### src/rtl/spi_sclk_bit_timer.sv
// SPI serial-clock generator: divides clk into SCLK, flags every SCLK edge,
// splits edges into sample/shift strobes by CPHA, and counts completed bits per word.
module spi_sclk_bit_timer #(
    parameter int CLK_DIV   = 4,
    parameter int WORD_BITS = 8,
    parameter bit CPOL      = 1'b0,
    parameter bit CPHA      = 1'b0,
    localparam int DW = $clog2(CLK_DIV),
    localparam int BW = ($clog2(WORD_BITS) > 1) ? $clog2(WORD_BITS) : 1
) (
    input  logic          clk,
    input  logic          reset,
    input  logic          EnSCLK,
    input  logic          EnCounter,
    output logic          SCLK,
    output logic          SCLKEdgeFlg,
    output logic          SampleFlg,
    output logic          ShiftFlg,
    output logic          WordFlg,
    output logic [BW-1:0] BitCount
);

    logic [DW-1:0] div_cnt;
    logic          toggle;
    logic          leading;
    logic          trail_evt;

    assign toggle    = (div_cnt == DW'(CLK_DIV - 1));
    // SCLK still at its idle level means the coming toggle is a leading edge
    assign leading   = (SCLK == CPOL);
    assign trail_evt = EnSCLK && toggle && !leading;

    always_ff @(posedge clk) begin
        if (reset) begin
            div_cnt     <= '0;
            SCLK        <= CPOL;
            SCLKEdgeFlg <= 1'b0;
            SampleFlg   <= 1'b0;
            ShiftFlg    <= 1'b0;
            WordFlg     <= 1'b0;
            BitCount    <= '0;
        end else begin
            SCLKEdgeFlg <= 1'b0;
            SampleFlg   <= 1'b0;
            ShiftFlg    <= 1'b0;
            WordFlg     <= 1'b0;

            // Disabling discards any partially elapsed half-period
            if (!EnSCLK) begin
                div_cnt <= '0;
                SCLK    <= CPOL;
            end else if (toggle) begin
                div_cnt     <= '0;
                SCLK        <= ~SCLK;
                SCLKEdgeFlg <= 1'b1;
                SampleFlg   <= (leading != CPHA);
                ShiftFlg    <= (leading == CPHA);
            end else begin
                div_cnt <= div_cnt + 1'b1;
            end

            if (!EnCounter) begin
                BitCount <= '0;
            end else if (trail_evt) begin
                if (BitCount == BW'(WORD_BITS - 1)) begin
                    BitCount <= '0;
                    WordFlg  <= 1'b1;
                end else begin
                    BitCount <= BitCount + 1'b1;
                end
            end
        end
    end

endmodule
### config.mk
export PLATFORM = sky130hd
export DESIGN_NAME = spi_sclk_bit_timer
export DESIGN_NICKNAME = d
export VERILOG_FILES = /design/src/rtl/spi_sclk_bit_timer.sv
export SDC_FILE = /design/constraint.sdc
export NUM_CORES = 1
export LEC_CHECK = 0
export CORE_AREA = 10 10 47 49
export CTS_CLUSTER_DIAMETER = 150
export DETAILED_ROUTE_END_ITERATION = 10
export DIE_AREA = 0 0 57 59
export DONT_BUFFER_PORTS = 1
export GPL_TIMING_DRIVEN = 0
export PLACE_DENSITY_LB_ADDON = 0.15
export SYNTH_ARGS = -nofsm -noshare
export SYNTH_HDL_FRONTEND = slang
export SYNTH_SLANG_ARGS = --single-unit
export TNS_END_PERCENT = 50
### constraint.sdc
create_clock -name clk -period 1.2 [get_ports clk]
set_input_delay 0.18 -clock clk [delete_from_list [all_inputs] [get_ports clk]]
set_output_delay 0.18 -clock clk [all_outputs]
set_load 0.01 [all_outputs]
==> results.txt <==
----------------------------------------------------
[Outcome]
  Run status ... finished with violations
  Violations in the final reports ... negative setup slack

[Power and ir drop]
  Total power of the final layout ... about 0.00065 W
  Total leakage power ... around 0.19 nW
  Power per standard cell area ... 1310 mW/mm^2
  Maximum vdd drop ... 0.487 mV

[Run]
  Number of max-capacitance violations reported ... 0

[Route]
  Antenna viol nets, final ... 0
  Drc violations ... 0
  Wire length on met1 ... 290 um
  Initial drt markers ... 0
  Via density per instance ... 4.75
  Uppermost layer routed ... met3
  Initial DRT Pass Iterations ... 1
  Sum of routed wire length over all layers ... between 800 and 900 um
  Vias after detailed routing ... 252
  Routed wire length on met2 ... 369 um
  Per-cell routed wire length ... 15.2 um
  DR WL met3 ... around 150 um

[Synthesis]
  Synth top area share ... 0.511
  Share of synthesized area occupied by flip-flops and latches ... 0.511
  Synthesized area per cell ... 11.9 sq um
  Top cells by area in the synthesized netlist ... sky130_fd_sc_hd__dfxtp_1, sky130_fd_sc_hd__ha_1, sky130_fd_sc_hd__nand3b_1, sky130_fd_sc_hd__mux2i_1, sky130_fd_sc_hd__and4b_2
  Syn nets ... 40
  Library cell with the largest summed area after synthesis ... sky130_fd_sc_hd__dfxtp_1
  Number of register bits inferred by synthesis ... 10
  Post-synth design cell area ... 392 sq um
  Cell count after synthesis ... 33
  Warning count from the yosys run ... 0
  Number of distinct library cell variants in the gate-level netlist after synthesis ... 16

[Place]
  Buffers added on ports ... 0
  Post-Place Worst Slack ... -0.164 ns
  Weighted congestion reported at the end of routability-driven placement ... about 0.6

[Setup path]
  Worst reg2reg path endpoint ... BitCount[0]
  Critical path start-end classification ... reg -> reg
  Crit end category ... flip-flop
  CP Data Arrival Time ... 1.52 ns
  R2r setup slk ... -0.14 ns
  Critical path startpoint category ... flip-flop
  CP required ... 1.39 ns
  Reg2Reg Depth ... 4
  Max Fanout on Critical Path ... 4
  Worst r2r src ... BitCount[0]

[Finish]
  Layout cell share with drive strength beyond 1 ... 0.324
  Most used cells in the layout excluding fill and tap cells ... sky130_fd_sc_hd__dfxtp_1, sky130_fd_sc_hd__nand3b_1, sky130_fd_sc_hd__mux2i_1, sky130_fd_sc_hd__ha_4, sky130_fd_sc_hd__clkbuf_4
  Finished Core Util ... 0.351
  Fill cell instance count of the final layout ... about 140
  Area grow syn2layout ... 25.6%
  Most common cell after layout, fill and taps aside ... sky130_fd_sc_hd__dfxtp_1
  Antenna Diode Count ... 0
  # nets final ... 45

[Global route]
  First-pass GRT wire length ... 1210 um
  GRT Util Overall ... 0.0476
  Number of antenna violations at the first check in global routing ... 0
  Global route total overflow ... 0
  Vias in the first global route ... 271
  Pin count of the biggest net entering global routing ... 11

[Die]
  Initial core utilization ... 0.279
  Total number of placement rows ... 14
  Top-Level Pins ... 12
  Floorplan die height ... 59 um
  Die Outline Area ... 0.00336 sq mm
  Core Footprint ... 0.00140 sq mm
  Width of the die ... 57 um

[STA]
  Final critical-path share of the clock period ... 1.12
  Maximum frequency from static timing analysis ... 747 MHz
  Count of final setup violators ... 1
  Post-route setup slack ... -0.138 ns
  Final Slew Violations ... 0
  Post-route clock skew ... 0.00406 ns
  Number of hold violations in the final report ... 0
  Worst slew margin relative to its limit ... 0.829
  RSZ-0062 raised after global routing ... yes
  Actual slew at the worst max-slew pin ... 0.256 ns
  Final critical delay including setup and external delays ... 1.34 ns

[Clock tree]
  Maximum count of clock buffers along a single path ... 2
  Number of buffers created by CTS ... 3
  Root buffer cell ... sky130_fd_sc_hd__clkbuf_4
  Quantity of hold-fixing buffers added after cts ... 0
  Post-CTS setup buffer count ... 0
  Number of H-tree levels ... 1
  Clock transition time at the flip-flop clock pins of the worst setup and hold paths ... 0.07 ns
  Clock tree from TritonCTS ... yes
  Clock sinks ... 10
  Clock latency of the later-clocked register in the worst-skew pair ... 0.26 ns

[Worst hold path]
  Hold Path Cell Cnt ... 2
  Beginning of the worst hold path ... EnCounter
  Capture endpoint of the worst hold path ... BitCount[1]
  Worst min-delay path class ... in -> reg

----------------------------------------------------
-- metal layers --
metal  up-vias  GRT usage
met5         -          0
met3         0     0.0494
li1        125          -
met2        12     0.0589
met1       115     0.0441
met4         0     0.0403
-- repair_timing --
item                                   CTS  global route
pin swaps                                0             0
setup endpoints to repair                2             4
gates resized for setup                  4             2
endpoints found under the hold margin    0             0
-- through the flow --
step	cell area [sq um]	TNS, ns	hold WS [ns]	instances
final	492	-0.138	0.0748	53
after global routing	492	-0.212	0.0613	53
after CTS	480	-0.147	0.0652	53
after detailed placement	419	-0.191	0.346	49
after global placement	419	-0.157	0.340	49
after floorplan	399	-0.0936	0.335	33
-- registers in the layout (all words and copies together) (netlist names) --
signal and cells:
div_cnt 2, SCLKEdgeFlg 1, WordFlg 1, BitCount 3
ShiftFlg 1, SCLK 1, SampleFlg 1
-- how the worst max path moves through the flow --
stage,startpoint,endpoint,slack (ns),cells after the start
after floorplan,BitCount[1],BitCount[0],-0.09,4
after detailed placement,BitCount[1],BitCount[0],-0.16,4
final,BitCount[0],BitCount[0],-0.14,4
after CTS,BitCount[0],BitCount[0],-0.15,4
after global placement,BitCount[1],BitCount[0],-0.13,4
after global routing,BitCount[0],BitCount[0],-0.20,4
-- cells in the mapped netlist --
cell                       count
sky130_fd_sc_hd__and2b_1       1
sky130_fd_sc_hd__nor2_1        1
sky130_fd_sc_hd__and3_1        1
sky130_fd_sc_hd__xnor2_1       1
sky130_fd_sc_hd__dfxtp_1      10
sky130_fd_sc_hd__nand3b_1      5
sky130_fd_sc_hd__nor2b_1       1
sky130_fd_sc_hd__mux2i_1       3
sky130_fd_sc_hd__nand2b_1      1
sky130_fd_sc_hd__nor3_1        1
sky130_fd_sc_hd__and4b_2       1
sky130_fd_sc_hd__buf_2         1
sky130_fd_sc_hd__and3b_1       1
sky130_fd_sc_hd__nor3b_1       1
sky130_fd_sc_hd__ha_1          3
sky130_fd_sc_hd__or4b_1        1
-- cell families after synthesis --
family | Yosys count | share of synthesized area
adders and majority gates | 3 | 0.0959
muxes | 3 | 0.0767
xor gates and xnor gates | 1 | 0.0224
buffers and inverters | 1 | 0.0128
and+or+nand+nor | 15 | 0.281
DFF | 10 | 0.511
-- power breakdown --
part	internal [W]	total [W]	switching (W)
Sequential	0.000333	0.000337	0.00000384
Clock	0.000184	0.000294	0.000110
Combinational	0.0000108	0.0000147	0.00000396
Total	0.000528	0.000646	0.000118
-- cell type report --
cell class / count / area (sq um) / share of cell area
multi-input cells: 22 / 224 / 0.455
flip-flops and latches: 10 / 206 / 0.420
clock buffers: 4 / 36.3 / 0.0738
well taps: 16 / 20.0 / 0.0407
plain buffers: 1 / 5.00 / 0.0102
-- critical path: stages (launching register included) --
cell,delay (ns)
sky130_fd_sc_hd__dfxtp_4,0.37
sky130_fd_sc_hd__ha_4,0.16
sky130_fd_sc_hd__ha_4,0.15
sky130_fd_sc_hd__or4b_1,0.46
sky130_fd_sc_hd__mux2i_1,0.13
(Power assumes the default switching activity.)
